--- config.mk ---
export PLATFORM = sky130hd
export DESIGN_NAME = baw_match_engine
export DESIGN_NICKNAME = d
export VERILOG_FILES = /design/src/rtl/baw_pkg.sv /design/src/rtl/baw_hand.sv /design/src/rtl/baw_match_engine.sv
export SDC_FILE = /design/constraint.sdc
export NUM_CORES = 1
export LEC_CHECK = 0
export BUFFER_PORTS_ARGS = -buffer_cell sky130_fd_sc_hd__buf_2
export CORE_UTILIZATION = 51
export CTS_BUF_LIST = sky130_fd_sc_hd__clkbuf_4 sky130_fd_sc_hd__clkbuf_8 sky130_fd_sc_hd__clkbuf_16
export DETAILED_ROUTE_END_ITERATION = 10
export HOLD_SLACK_MARGIN = 0.08
export PLACE_DENSITY = 0.76
export SYNTH_ARGS = -nofsm -noshare
export SYNTH_HDL_FRONTEND = slang
export SYNTH_SLANG_ARGS = --single-unit
--- constraint.sdc ---
create_clock -name clk -period 4.9 [get_ports clk]
set_input_delay 0.735 -clock clk [delete_from_list [all_inputs] [get_ports clk]]
set_output_delay 0.735 -clock clk [all_outputs]
set_load 0.02 [all_outputs]
--- src/rtl/baw_pkg.sv ---
// Shared definitions for the black-and-white card match engine:
// FSM state encoding, round/game result codes and play-reject codes.
package baw_pkg;

    localparam int unsigned STATE_W = 3;

    typedef enum logic [STATE_W-1:0] {
        ST_IDLE    = 3'd0,
        ST_LEAD    = 3'd1,
        ST_FOLLOW  = 3'd2,
        ST_RESOLVE = 3'd3,
        ST_DONE    = 3'd4
    } state_t;

    // Round / game outcome encodings
    localparam logic [1:0] RES_NONE = 2'b00;
    localparam logic [1:0] RES_P1   = 2'b01;
    localparam logic [1:0] RES_P2   = 2'b10;
    localparam logic [1:0] RES_TIE  = 2'b11;

    // Reject reasons, listed in priority order
    localparam logic [1:0] ERR_NONE  = 2'b00;
    localparam logic [1:0] ERR_TURN  = 2'b01;
    localparam logic [1:0] ERR_RANGE = 2'b10;
    localparam logic [1:0] ERR_USED  = 2'b11;

endpackage

--- src/rtl/baw_hand.sv ---
// One player's hand: unused-card mask plus black/white unused-card counts.
// Ports:
//   clk, reset          - clock, asynchronous active-high reset
//   load                - reload a full hand (new game)
//   take                - consume the card on 'card' (caller guarantees it is legal)
//   card                - card value to consume
//   mask                - bit v set while card v is still unused
//   black_cnt/white_cnt - unused cards per colour (odd values are black)
module baw_hand #(
    parameter int unsigned NUM_CARDS = 9,
    parameter int unsigned CW        = $clog2(NUM_CARDS),
    parameter int unsigned NW        = $clog2(NUM_CARDS + 1)
) (
    input  logic                 clk,
    input  logic                 reset,
    input  logic                 load,
    input  logic                 take,
    input  logic [CW-1:0]        card,
    output logic [NUM_CARDS-1:0] mask,
    output logic [NW-1:0]        black_cnt,
    output logic [NW-1:0]        white_cnt
);

    localparam logic [NW-1:0]        BLACK_INIT = NW'(NUM_CARDS / 2);
    localparam logic [NW-1:0]        WHITE_INIT = NW'(NUM_CARDS - NUM_CARDS / 2);
    localparam logic [NUM_CARDS-1:0] ONE_HOT0   = NUM_CARDS'(1);

    // Hand state; reset and load both restore a full hand
    always_ff @(posedge clk or posedge reset) begin
        if (reset) begin
            mask      <= '1;
            black_cnt <= BLACK_INIT;
            white_cnt <= WHITE_INIT;
        end else if (load) begin
            mask      <= '1;
            black_cnt <= BLACK_INIT;
            white_cnt <= WHITE_INIT;
        end else if (take) begin
            mask <= mask & ~(ONE_HOT0 << card);
            if (card[0]) begin
                black_cnt <= black_cnt - NW'(1);
            end else begin
                white_cnt <= white_cnt - NW'(1);
            end
        end
    end

endmodule

--- src/rtl/baw_match_engine.sv ---
// Two-player black-and-white card match engine. Players alternately play
// cards (leader first); the higher card wins the round and leads the next.
// The game ends after NUM_ROUNDS rounds or once the outcome is decided.
// Ports:
//   clk, reset                 - clock, asynchronous active-high reset
//   start, abort               - begin a game / return to IDLE (abort wins)
//   sel_valid/player/card      - card-play request
//   sel_accept, sel_reject     - one-cycle response pulses
//   err_code                   - last reject reason
//   state, leader, lead_black  - FSM state, round leader, leader card colour
//   round, p1_wins, p2_wins    - rounds completed and wins per player
//   p*_mask, p*_black/white    - unused cards per player
//   match_result, game_result  - last round outcome, game outcome
//   done                       - high while in DONE
module baw_match_engine
    import baw_pkg::*;
#(
    parameter int unsigned NUM_CARDS  = 9,
    parameter int unsigned NUM_ROUNDS = NUM_CARDS,
    localparam int unsigned CW        = $clog2(NUM_CARDS),
    localparam int unsigned RW        = $clog2(NUM_ROUNDS + 1),
    localparam int unsigned NW        = $clog2(NUM_CARDS + 1)
) (
    input  logic                 clk,
    input  logic                 reset,
    input  logic                 start,
    input  logic                 abort,
    input  logic                 sel_valid,
    input  logic                 sel_player,
    input  logic [CW-1:0]        sel_card,
    output logic                 sel_accept,
    output logic                 sel_reject,
    output logic [1:0]           err_code,
    output logic [2:0]           state,
    output logic                 leader,
    output logic                 lead_black,
    output logic [RW-1:0]        round,
    output logic [RW-1:0]        p1_wins,
    output logic [RW-1:0]        p2_wins,
    output logic [NUM_CARDS-1:0] p1_mask,
    output logic [NUM_CARDS-1:0] p2_mask,
    output logic [NW-1:0]        p1_black,
    output logic [NW-1:0]        p1_white,
    output logic [NW-1:0]        p2_black,
    output logic [NW-1:0]        p2_white,
    output logic [1:0]           match_result,
    output logic [1:0]           game_result,
    output logic                 done
);

    localparam logic [CW:0]   CARD_LIMIT = (CW + 1)'(NUM_CARDS);
    localparam logic [RW-1:0] ROUND_LIM  = RW'(NUM_ROUNDS);

    state_t         state_q;
    logic [CW-1:0]  lead_card_q;
    logic [CW-1:0]  follow_card_q;

    logic           play_phase_c;
    logic           exp_player_c;
    logic           req_c;
    logic           accept_c;
    logic           start_c;
    logic [1:0]     reject_code_c;
    logic [NUM_CARDS-1:0] req_mask_c;

    logic [CW-1:0]  p1_card_c;
    logic [CW-1:0]  p2_card_c;
    logic [1:0]     round_res_c;
    logic [1:0]     final_res_c;
    logic [RW-1:0]  p1_wins_n_c;
    logic [RW-1:0]  p2_wins_n_c;
    logic [RW-1:0]  round_n_c;
    logic [RW-1:0]  diff_c;
    logic [RW-1:0]  remain_c;
    logic           game_over_c;

    assign state = state_q;

    // Request qualification; reject reasons checked in priority order
    always_comb begin
        play_phase_c  = (state_q == ST_LEAD) || (state_q == ST_FOLLOW);
        exp_player_c  = (state_q == ST_FOLLOW) ? ~leader : leader;
        req_mask_c    = sel_player ? p2_mask : p1_mask;
        req_c         = sel_valid && !abort && play_phase_c;
        reject_code_c = ERR_NONE;
        if (sel_player != exp_player_c) begin
            reject_code_c = ERR_TURN;
        end else if ({1'b0, sel_card} >= CARD_LIMIT) begin
            reject_code_c = ERR_RANGE;
        end else if (!req_mask_c[sel_card]) begin
            reject_code_c = ERR_USED;
        end
        accept_c = req_c && (reject_code_c == ERR_NONE);
        start_c  = start && !abort && ((state_q == ST_IDLE) || (state_q == ST_DONE));
    end

    // Round resolution with the post-round counter values used for end-of-game test
    always_comb begin
        p1_card_c = leader ? follow_card_q : lead_card_q;
        p2_card_c = leader ? lead_card_q   : follow_card_q;
        if (p1_card_c > p2_card_c) begin
            round_res_c = RES_P1;
        end else if (p2_card_c > p1_card_c) begin
            round_res_c = RES_P2;
        end else begin
            round_res_c = RES_TIE;
        end
        p1_wins_n_c = p1_wins + RW'(round_res_c == RES_P1);
        p2_wins_n_c = p2_wins + RW'(round_res_c == RES_P2);
        round_n_c   = round + RW'(1);
        diff_c      = (p1_wins_n_c >= p2_wins_n_c) ? (p1_wins_n_c - p2_wins_n_c)
                                                   : (p2_wins_n_c - p1_wins_n_c);
        remain_c    = ROUND_LIM - round_n_c;
        game_over_c = (round_n_c == ROUND_LIM) || (diff_c > remain_c);
        if (p1_wins_n_c > p2_wins_n_c) begin
            final_res_c = RES_P1;
        end else if (p2_wins_n_c > p1_wins_n_c) begin
            final_res_c = RES_P2;
        end else begin
            final_res_c = RES_TIE;
        end
    end

    // Game FSM with registered outputs
    always_ff @(posedge clk or posedge reset) begin
        if (reset) begin
            state_q       <= ST_IDLE;
            lead_card_q   <= '0;
            follow_card_q <= '0;
            sel_accept    <= 1'b0;
            sel_reject    <= 1'b0;
            err_code      <= ERR_NONE;
            leader        <= 1'b0;
            lead_black    <= 1'b0;
            round         <= '0;
            p1_wins       <= '0;
            p2_wins       <= '0;
            match_result  <= RES_NONE;
            game_result   <= RES_NONE;
            done          <= 1'b0;
        end else begin
            sel_accept <= 1'b0;
            sel_reject <= 1'b0;
            if (abort) begin
                // Counters and results stay visible in IDLE
                state_q <= ST_IDLE;
                done    <= 1'b0;
            end else begin
                case (state_q)
                    ST_IDLE, ST_DONE: begin
                        if (start_c) begin
                            state_q       <= ST_LEAD;
                            lead_card_q   <= '0;
                            follow_card_q <= '0;
                            err_code      <= ERR_NONE;
                            leader        <= 1'b0;
                            lead_black    <= 1'b0;
                            round         <= '0;
                            p1_wins       <= '0;
                            p2_wins       <= '0;
                            match_result  <= RES_NONE;
                            game_result   <= RES_NONE;
                            done          <= 1'b0;
                        end
                    end
                    ST_LEAD, ST_FOLLOW: begin
                        if (accept_c) begin
                            sel_accept <= 1'b1;
                            err_code   <= ERR_NONE;
                            if (state_q == ST_LEAD) begin
                                lead_card_q <= sel_card;
                                lead_black  <= sel_card[0];
                                state_q     <= ST_FOLLOW;
                            end else begin
                                follow_card_q <= sel_card;
                                state_q       <= ST_RESOLVE;
                            end
                        end else if (req_c) begin
                            sel_reject <= 1'b1;
                            err_code   <= reject_code_c;
                        end
                    end
                    ST_RESOLVE: begin
                        match_result <= round_res_c;
                        p1_wins      <= p1_wins_n_c;
                        p2_wins      <= p2_wins_n_c;
                        round        <= round_n_c;
                        // A tie leaves the leader unchanged
                        if (round_res_c == RES_P1) begin
                            leader <= 1'b0;
                        end else if (round_res_c == RES_P2) begin
                            leader <= 1'b1;
                        end
                        if (game_over_c) begin
                            state_q     <= ST_DONE;
                            game_result <= final_res_c;
                            done        <= 1'b1;
                        end else begin
                            state_q <= ST_LEAD;
                        end
                    end
                    default: state_q <= ST_IDLE;
                endcase
            end
        end
    end

    baw_hand #(
        .NUM_CARDS (NUM_CARDS),
        .CW        (CW),
        .NW        (NW)
    ) u_hand_p1 (
        .clk       (clk),
        .reset     (reset),
        .load      (start_c),
        .take      (accept_c && !sel_player),
        .card      (sel_card),
        .mask      (p1_mask),
        .black_cnt (p1_black),
        .white_cnt (p1_white)
    );

    baw_hand #(
        .NUM_CARDS (NUM_CARDS),
        .CW        (CW),
        .NW        (NW)
    ) u_hand_p2 (
        .clk       (clk),
        .reset     (reset),
        .load      (start_c),
        .take      (accept_c && sel_player),
        .card      (sel_card),
        .mask      (p2_mask),
        .black_cnt (p2_black),
        .white_cnt (p2_white)
    );

endmodule

Word level (Yosys, flattened, before mapping). Cells that the tools add are included.

Register bits: 68. Bits of input ports: 10. Output and inout port bits: 60. Logic and storage cells: 167.

Add/sub/neg operators: 10. Magnitude comparators: 8. Equal/unequal tests: 19. Shifts and indexed selects: 1. Multiplexer cells: 70. Bitwise gates (word level): 5. Reductions and logical operators: 34.

Operators by type and width (number): $mux 4 (20); $mux 9 (5); $pmux 4 s2 (5); $gt 4x4->1 (5); $mux 1 (19); $and 9x9->9 (2); $mux 2 (9); $sub 4x1->4 const B (4); $ne 3x3->1 const B (5); $mux 3 (4); $pmux 2 s2 (3); $reduce_and 4->1 (3); $ne 2x2->1 const B (5); $reduce_and 2->1 (5); $reduce_and 5->1 (2); $reduce_bool 2->1 (5); $not 9->9 (1); $pmux 3 s3 (1); $shl 1x4->9 const A (1); $add 4x1->4 (2); $sub 4x4->4 (2); $logic_and 1x1->1 (7); $eq 3x2->1 const B (2); $pmux 1 s2 (3); other kinds (21) (27).

Logic depth before layout (Yosys ltp). Gate-level depths: netlist of run 1.

Depth in word-level cells: 13. Gate-level depth with buffers: 24. Mapped depth without buffers: 23.

Hierarchy. A second synthesis of run 1 with hierarchy kept.

Cell total of the unflattened synthesis: 416. Area total of the unflattened synthesis: 4072.7 sq um.

By module, submodules not included: baw_match_engine (instances 1, cells an instance 266, area each 2466.1 sq um, seq. area each 825.8 sq um); baw_hand (instances 2, cells an instance 75, area each 803.3 sq um, seq. area each 440.4 sq um).

Worst setup path before layout of run 1. Ideal clock, no wire load.

Path kind: reg-to-reg. Start point: register leader. End point: register game_result[1]. Setup time: 0.133 ns. Data arrival time: 4.802 ns. Data required time: 4.767 ns. Path slack: -0.035 ns. Stages on the path, launching flop included: 25. Path buffers: 1. Clock period less this slack: 4.935 ns. Cells stage by stage: dfrtp_1 -> buf_2 -> mux2_2 -> ha_1 -> nor2b_1 -> o22ai_1 -> nand3_1 -> a21oi_1 -> a41o_1 -> inv_1 -> ha_1 -> ha_1 -> inv_1 -> ha_1 -> nand2_1 -> and2_1 -> o21a_1 -> mux2i_1 -> xor2_1 -> ha_1 -> o21a_1 -> o21a_1 -> o21ai_0 -> and2_1 -> o32ai_1.

Longest elaborated chain between the ends: 12. Elaborated cells between the ends (all ways): 22. Those cells by class: add/sub: 4; order compare: 5; eq/ne: 3; mux: 8; reduce/logical: 2.

RTL lines: start, declared (line baw_match_engine.sv:35) `output logic leader,`; start signal, assigned (line baw_match_engine.sv:133) `leader <= 1'b0;`; start signal, assigned (line baw_match_engine.sv:156) `leader <= 1'b0;`; start signal, assigned (line baw_match_engine.sv:190) `leader <= 1'b0;`; $mux 4 (on tied branches) (line baw_match_engine.sv:100, baw_match_engine.sv:99); $gt 4x4->1 (line baw_match_engine.sv:103) `end else if (p2_card_c > p1_card_c) begin`; $mux 1 (line baw_match_engine.sv:103); $mux 2 * (line baw_match_engine.sv:101) `if (p1_card_c > p2_card_c) begin`; $eq 2x2->1 or $eq 2x1->1 (tied branches) (line baw_match_engine.sv:109, baw_match_engine.sv:108); $add 4x1->4 (on tied branches) (line baw_match_engine.sv:109, baw_match_engine.sv:108); $sub 4x4->4 (tied with other cells) (line baw_match_engine.sv:112) `: (p2_wins_n_c - p1_wins_n_c);`; $mux 4 (line baw_match_engine.sv:111) `diff_c = (p1_wins_n_c >= p2_wins_n_c) ? (p1_wins_n_c - p2_wins_n_c)`; $gt 4x4->1 (line baw_match_engine.sv:114) `game_over_c = (round_n_c == ROUND_LIM) || (diff_c > remain_c);`; $logic_or 1x1->1 (line baw_match_engine.sv:114); $ne 2x2->1 (no source line); $reduce_and 4->1 (no source line); end signal, assigned (line baw_match_engine.sv:196) `game_result <= final_res_c;`; end, declared (line baw_match_engine.sv:47) `output logic [1:0] game_result,`.

Every way passes the cells marked *; elsewhere a longest branch is shown, timed or not. The select of a mux whose other input is x is not followed. A chain may end at the register's enable or synchronous reset.

Worst setup path after layout of run 1. Ends and elaborated chain as after synthesis.

==> impl_metrics.py, run 1 <==
metrics = {
    "synth": {
        "syn_inst": 428,
        "synth_cell_types": 64,
        "synth-main-ff-cell": "dfrtp_1",
        "synth_edf_count": 0,
        "ys_warn_count": 0,
        "yosysTopAreaCellShare_pct": 25.7,
        "avgSynthCellArea_um2": 9.77,
        "ys_seq_elements": 67,
        "ys_seq_area_share_pct": 40.8,
        "yosys.area.top_type": "dfrtp_1",
        "synth-async-reset-ratio_pct": 100,
        "synth_nets": 465,
        "yosys-top-cells-area": "dfrtp_1, dfstp_2, ha_1",
        "syn_area_mm2": 0.00418,
    },
    "min_path": {
        "holdPathEnd": "u_hand_p2.mask[5]$_DFFE_PP1P_",
        "hold_path_depth": 2,
        "min_from": "u_hand_p2.mask[5]$_DFFE_PP1P_",
        "hold_class": "reg2reg",
    },
    "run_status": {
        "outcome": "finished, final reports clean",
    },
    "setup_path": {
        "rrSetupSlack_ps": 250,
        "cpMostUsedCell": "ha_1",
        "ff2ff_path_depth": 23,
        "slowest_stage": "dfrtp_1",
        "start_kind": "register",
        "crit_type": "reg2reg",
        "reg2reg_from": "leader$_DFFE_PP0P_",
        "end_kind": "register",
        "r2r_end": "game_result[1]$_DFFE_PP0P_",
        "worstPathMaxFanout": 4,
        "crit_arrival_ps": 4860,
        "crit_required_ps": 5110,
        "worstPathCellList": "mux2_2, ha_1, nor2b_1, o22ai_1, nand3_1, a21oi_2, a41o_1, inv_1, ha_1, ha_4, inv_1, ha_1, nand2_1, and2_1, o21a_2, mux2i_1, ha_1, nor2b_1, o21a_1, o21a_1, o21ai_2, and2_1, o32ai_1",
        "slowest_delay_ps": 370,
    },
    "cts": {
        "clock-sinks": 67,
        "clk_pin_slew_ps": 80,
        "cts_tree": "yes",
        "insertion_delay_ps": 340,
        "cts-root-buf": "clkbuf_8",
        "numCtsBuffers": 9,
        "clk_path_buf_depth": 2,
        "h-tree-depth": 3,
        "postCtsHoldBufs": 0,
    },
    "floorplanning": {
        "die_w_um": 92.6,
        "io_pins": 70,
        "fp.dieArea_mm2": 0.00857,
        "initial_core_util_pct": 53.3,
        "placementRows": 32,
        "core_mm2": 0.00785,
        "die_h_um": 92.6,
    },
    "layout": {
        "antenna-diode-count": 0,
        "area_growth_pct": 15.8,
        "layout-drive-gt1-share_pct": 28.9,
        "n_fill_cell": 685,
        "final_nets": 530,
        "fin_cells": 600,
    },
    "placement": {
        "dp_slack_ps": 84.7,
        "place_congestion": 0.882,
        "io_buffers": 69,
        "dp_hpwl_um": 6860,
        "place_inst": 582,
    },
    "global_routing": {
        "grt_max_degree": 68,
        "grt_pass1_wl_um": 16000,
        "antenna_found_initial": 0,
        "gr-total-overflow": 0,
        "grt_pass1_vias": 3306,
        "track_usage_pct": 23.7,
    },
    "power": {
        "irDropWorstVdd_v": 0.000133,
        "cellPowerDensity_mw_per_mm2": 288,
        "fin_total_pwr_mw": 1.39,
        "p_leak_nw": 2.18,
    },
    "detailed_routing": {
        "drc_errors": 0,
        "dr.pass1.iters": 4,
        "wl_per_cell_um": 16.3,
        "ant_nets": 0,
        "num_vias": 3460,
        "drt_iter0_drc": 202,
        "totalWireLength_um": 9780,
        "routed_via_density": 5.77,
    },
    "timing": {
        "finalHoldViolations": 0,
        "timing.final.ws_setup_ps": 249,
        "worstMarginPinSlew_ps": 1030,
        "drv_slew": 0,
        "fmax_mhz": 215,
        "setup_violations": 0,
        "clock_skew_ps": 12.7,
        "fin_crit_ps": 4650,
        "relSlewSlack_pct": 30.8,
        "min_period_over_period_pct": 94.9,
    },
    "flow_run": {
        "maxCapViolations": 0,
    },
}
==> layer usage <==
metal	GRT usage, %	vias to the layer above	routed length, um
li1	-	1656	-
met1	32.4	1721	4460
met2	37.3	71	4690
met3	4.84	12	477
met4	8.33	0	152
met5	0	-	0
==> timing repair <==
action,in CTS,in global routing
setup buffers,0,2
gates resized for setup,0,8
endpoints found under the setup margin,0,5
==> state kept, by name, indices dropped and copies added, names as in the netlist <==
| signal | cells |
|---|---|
| u_hand_p1.mask | 9 |
| u_hand_p2.mask | 9 |
| follow_card_q | 4 |
| p1_wins | 4 |
| p2_wins | 4 |
| round | 4 |
| u_hand_p1.black_cnt | 4 |
| u_hand_p1.white_cnt | 4 |
| u_hand_p2.black_cnt | 4 |
| u_hand_p2.white_cnt | 4 |
| lead_card_q | 3 |
| state | 3 |
| err_code | 2 |
| game_result | 2 |
| match_result | 2 |
| done | 1 |
| lead_black | 1 |
| leader | 1 |
| sel_accept | 1 |
| sel_reject | 1 |
==> cell usage after synthesis (2+ instances only) <==
cell / count
nand3b_1: 2
mux2_2: 3
or3_1: 7
buf_2: 5
o21ai_1: 5
o31ai_1: 5
o2bb2ai_1: 2
o21bai_1: 2
dfrtp_1: 43
or2_2: 2
fa_1: 2
inv_1: 32
nand2_1: 38
nand2b_1: 2
dfstp_2: 24
a31o_2: 2
a21o_1: 10
o311ai_4: 2
buf_4: 3
a31oi_1: 4
a21oi_1: 15
nor2_1: 23
or4_1: 5
nand4_1: 10
o32ai_1: 2
ha_1: 25
a22o_1: 6
buf_6: 3
and3_1: 2
and2_1: 5
o21ai_0: 34
mux2i_1: 20
xor2_1: 5
o21a_1: 10
xnor2_1: 6
nand3_1: 17
nor3_1: 5
nor2b_1: 3
o22ai_1: 2
clkbuf_1: 9
and4_1: 2
o41ai_4: 2
==> cells in the final DEF, fill, tap and decap left out, types with 9 or more instances in the layout <==
cell type / netlist / routed
a21o_1: 10 / 10
a21oi_1: 15 / 13
buf_2: 5 / 69
clkbuf_8: 0 / 10
dfrtp_1: 43 / 43
dfstp_2: 24 / 24
ha_1: 25 / 23
inv_1: 32 / 31
mux2i_1: 20 / 20
nand2_1: 38 / 38
nand3_1: 17 / 17
nand4_1: 10 / 10
nor2_1: 23 / 23
o21a_1: 10 / 9
o21ai_0: 34 / 33
==> worst max-delay path, delay by kind of cell, from the launching register on <==
kind / cells / cell delay (ps)
DFF: 1 / 370
adders and majority gates: 5 / 1470
and+or+nand+nor: 6 / 810
buffers and inverters: 2 / 140
AOI/OAI and AO/OA: 8 / 1280
muxes: 2 / 470
==> where the power goes <==
group	switching (mW)	total, mW	internal, mW
clock network	0.214	0.478	0.264
logic	0.193	0.313	0.120
registers	0.0228	0.601	0.578
total	0.430	1.39	0.962
==> cell families after synthesis <==
group                    Yosys count  share of synthesized area [%]
AND/OR/NAND/NOR                  132                           16.2
flip-flops                        67                           40.8
adder cells (fa/ha/maj)           27                           8.44
multiplexers                      23                           5.60
AO/OA/AOI/OAI                    112                           20.0
buffers and inverters             54                           5.80
XOR/XNOR                          13                           3.08
==> layout make-up <==
type,count,area [um^2],share of cell area [%]
multi-input cells,307,2280,47.0
flip-flops and latches,67,1710,35.3
repair buffers,75,394,8.14
clock buffers,13,195,4.03
well taps,102,128,2.64
inverters,33,124,2.56
clock inverters,3,16.3,0.336
==> metrics by stage <==
step	hold slack [ps]	setup TNS [ps]	area (um^2)	utilization [%]
6_report	494	0	4840	61.7
5_1_grt	514	-71.5	4840	61.7
4_1_cts	493	0	4780	60.9
3_5_place_dp	476	0	4570	58.2
3_3_place_gp	465	0	4570	58.2
2_1_floorplan	489	0	4180	-
==> worst max path at each step <==
stage	startpoint	endpoint	slack [ps]	cells past startpoint
after floorplan	leader$_DFFE_PP0P_	game_result[1]$_DFFE_PP0P_	50	24
after global placement	leader$_DFFE_PP0P_	game_result[1]$_DFFE_PP0P_	300	23
after detailed placement	leader$_DFFE_PP0P_	game_result[1]$_DFFE_PP0P_	80	24
after CTS	leader$_DFFE_PP0P_	game_result[1]$_DFFE_PP0P_	90	24
after global routing	leader$_DFFE_PP0P_	game_result[1]$_DFFE_PP0P_	-40	24
final	leader$_DFFE_PP0P_	game_result[1]$_DFFE_PP0P_	250	23
No activity file was read; power rests on OpenSTA's default activity.
==> run 2, diff against run 1 <==
--- a/config.mk
+++ b/config.mk
@@ -6,11 +6,12 @@
 export NUM_CORES = 1
 export LEC_CHECK = 0
 export BUFFER_PORTS_ARGS = -buffer_cell sky130_fd_sc_hd__buf_2
-export CORE_UTILIZATION = 51
+export CORE_UTILIZATION = 45
 export CTS_BUF_LIST = sky130_fd_sc_hd__clkbuf_4 sky130_fd_sc_hd__clkbuf_8 sky130_fd_sc_hd__clkbuf_16
 export DETAILED_ROUTE_END_ITERATION = 10
 export HOLD_SLACK_MARGIN = 0.08
-export PLACE_DENSITY = 0.76
+export PLACE_DENSITY = 0.69
+export SETUP_SLACK_MARGIN = 0.5
 export SYNTH_ARGS = -nofsm -noshare
 export SYNTH_HDL_FRONTEND = slang
 export SYNTH_SLANG_ARGS = --single-unit
==> run 2 against run 1 <==
  * Worst setup slack better by 200 ps
  * Flip-flop and latch count unchanged
  * Total power up 2.9%
  * Fmax up 4.6%
  * Via count up 3.0%
==> impl_metrics.py, run 2 (synthesized netlist as in run 1, its figures left out) <==
metrics = {
    "power": {
        "internal-power_mw": 0.964,
        "p_comb_share_pct": 24.3,
        "cellPowerDensity_mw_per_mm2": 284,
        "clkPwrFrac_pct": 33.5,
        "irDropWorstVdd_v": 0.000158,
        "p_switching_mw": 0.469,
        "fin_total_pwr_mw": 1.43,
        "p_seq_share_pct": 42.1,
        "p_leak_nw": 2.22,
        "sw_frac_of_total_pct": 32.7,
    },
    "floorplanning": {
        "io_pins": 70,
        "fp.dieArea_mm2": 0.00968,
        "core_mm2": 0.00885,
        "initial_core_util_pct": 47.3,
        "die_h_um": 98.4,
        "die_w_um": 98.4,
        "placementRows": 34,
    },
    "timing": {
        "rsz0062_at_grt": "true",
        "min_period_over_period_pct": 90.8,
        "worstMarginPinSlew_ps": 1070,
        "setup_violations": 0,
        "finalHoldViolations": 0,
        "fin_crit_ps": 4450,
        "relSlewSlack_pct": 28.3,
        "clock_skew_ps": 14.2,
        "fmax_mhz": 225,
        "setup_tns_ps": 0,
        "drv_slew": 0,
    },
    "layout": {
        "fin_util_pct": 57.0,
        "area_growth_pct": 20.6,
        "stdcell_area_mm2": 0.00504,
        "final_nets": 538,
        "fin_cells": 614,
        "antenna-diode-count": 0,
        "layout-drive-gt1-share_pct": 34.2,
        "final_common_cell": "buf_2",
        "layout_common_cells": "buf_2, dfrtp_1, nand2_1",
        "largestRegisters": "u_hand_p1.mask (9), u_hand_p2.mask (9)",
    },
    "setup_path": {
        "slowest_stage": "dfrtp_2",
        "reg2reg_from": "leader$_DFFE_PP0P_",
        "end_kind": "register",
        "worstPathMaxFanout": 4,
        "worstPathCellList": "mux2_4, ha_4, nor2b_4, o22ai_1, nand3_1, a21oi_2, a41o_1, inv_2, ha_4, ha_4, inv_4, ha_4, nand2_2, and2_4, o21a_4, mux2i_2, xor2_1, ha_1, o21a_1, o21a_1, o21ai_2, a31oi_1, o32ai_1",
        "cpMostUsedCell": "ha_4",
        "crit_required_ps": 5160,
        "slowest_delay_ps": 450,
        "r2r_end": "game_result[1]$_DFFE_PP0P_",
        "path_depth": 23,
        "critPathCapture": "game_result[1]$_DFFE_PP0P_",
        "crit_arrival_ps": 4710,
        "startpoint": "leader$_DFFE_PP0P_",
        "critPathTopFamily": "compound AO/OA/AOI/OAI gates",
        "crit_type": "reg2reg",
        "ff2ff_path_depth": 23,
        "worst-path-buf-inv": 2,
        "rrSetupSlack_ps": 450,
        "start_kind": "register",
    },
    "detailed_routing": {
        "totalWireLength_um": 10200,
        "routed_via_density": 5.81,
        "num_vias": 3565,
        "dr.pass1.iters": 6,
        "drc_errors": 0,
        "wl_per_cell_um": 16.6,
        "drt_iter0_drc": 162,
        "ant_nets": 0,
    },
    "global_routing": {
        "grt.met2_usage_pct": 34.8,
        "use_met3_pct": 3.65,
        "grt_pass1_vias": 3399,
        "track_usage_pct": 21.9,
        "grt_max_degree": 39,
        "met1_usage_pct": 30.3,
        "gr-total-overflow": 0,
        "busiest_layer": "met2",
        "antenna_found_initial": 0,
        "grt_pass1_wl_um": 16700,
    },
    "run_status": {
        "outcome": "finished, final reports clean",
    },
    "cts": {
        "clk_path_buf_depth": 2,
        "clock-sinks": 67,
        "cts-root-buf": "clkbuf_8",
        "postCtsHoldBufs": 0,
        "insertion_delay_ps": 360,
        "cts_tree": "yes",
        "clk_pin_slew_ps": 80,
        "h-tree-depth": 3,
        "numCtsBuffers": 9,
    },
    "placement": {
        "dpl-instance-area_mm2": 0.00464,
        "place_inst": 586,
        "dp_hpwl_um": 7090,
        "place_congestion": 0.946,
        "io_buffers": 69,
    },
    "flow_run": {
        "maxCapViolations": 0,
    },
    "min_path": {
        "hold_class": "reg2reg",
    },
}
-- run 2: through the flow --
step	hold slack [ps]	setup WS [ps]
after floorplan	489	502
after global placement	472	411
after detailed placement	466	168
after CTS	492	505
after global routing	508	202
final	488	452
-- run 2: what timing repair did --
item	4_1_cts	5_1_grt
setup buffers	7	5
endpoints found under the setup margin	5	5
pin swaps	13	14
resized for setup	6	15
hold endpoints to repair	0	0
-- run 2: worst min-delay path, cell delays in order, from the launching register on --
cell and delay [ps]:
dfrtp_1 340, nand2_1 50, o21ai_0 60
-- run 2: how the worst min path moves through the flow --
stage / start / cells after the start / slack (ps) / end
after floorplan: follow_card_q[0]$_DFFE_PP0P_ / 1 / 490 / follow_card_q[0]$_DFFE_PP0P_
after global placement: u_hand_p1.mask[6]$_DFFE_PP1P_ / 2 / 470 / u_hand_p1.mask[6]$_DFFE_PP1P_
after detailed placement: match_result[1]$_DFFE_PP0P_ / 2 / 470 / match_result[1]$_DFFE_PP0P_
after CTS: u_hand_p1.mask[4]$_DFFE_PP1P_ / 2 / 490 / u_hand_p1.mask[4]$_DFFE_PP1P_
after global routing: u_hand_p1.mask[6]$_DFFE_PP1P_ / 2 / 510 / u_hand_p1.mask[6]$_DFFE_PP1P_
final: match_result[1]$_DFFE_PP0P_ / 2 / 490 / match_result[1]$_DFFE_PP0P_
-- run 2: power groups by stage --
| stage | registers [mW] | logic [mW] | clock network [mW] |
|---|---|---|---|
| after floorplan | 0.629 | 0.218 | 0 |
| after global placement | 0.613 | 0.304 | 0 |
| after detailed placement | 0.614 | 0.311 | 0 |
| after CTS | 0.604 | 0.328 | 0.483 |
| after global routing | 0.608 | 0.385 | 0.505 |
| final | 0.604 | 0.349 | 0.480 |
-- run 2: layer usage --
metal / routed length [um] / vias to the layer above
met2: 4750 / 107
met3: 500 / 23
li1: - / 1680
met5: 0 / -
met4: 215 / 0
met1: 4760 / 1755
-- run 2: layout make-up --
type / instances / area [um^2]
Multi-Input combinational cell: 307 / 2420
Clock inverter: 7 / 76.3
Fill cell: 794 / 3810
Sequential cell: 67 / 1710
Timing Repair Buffer: 83 / 454
Clock buffer: 9 / 124
Tap cell: 108 / 135
Inverter: 33 / 126
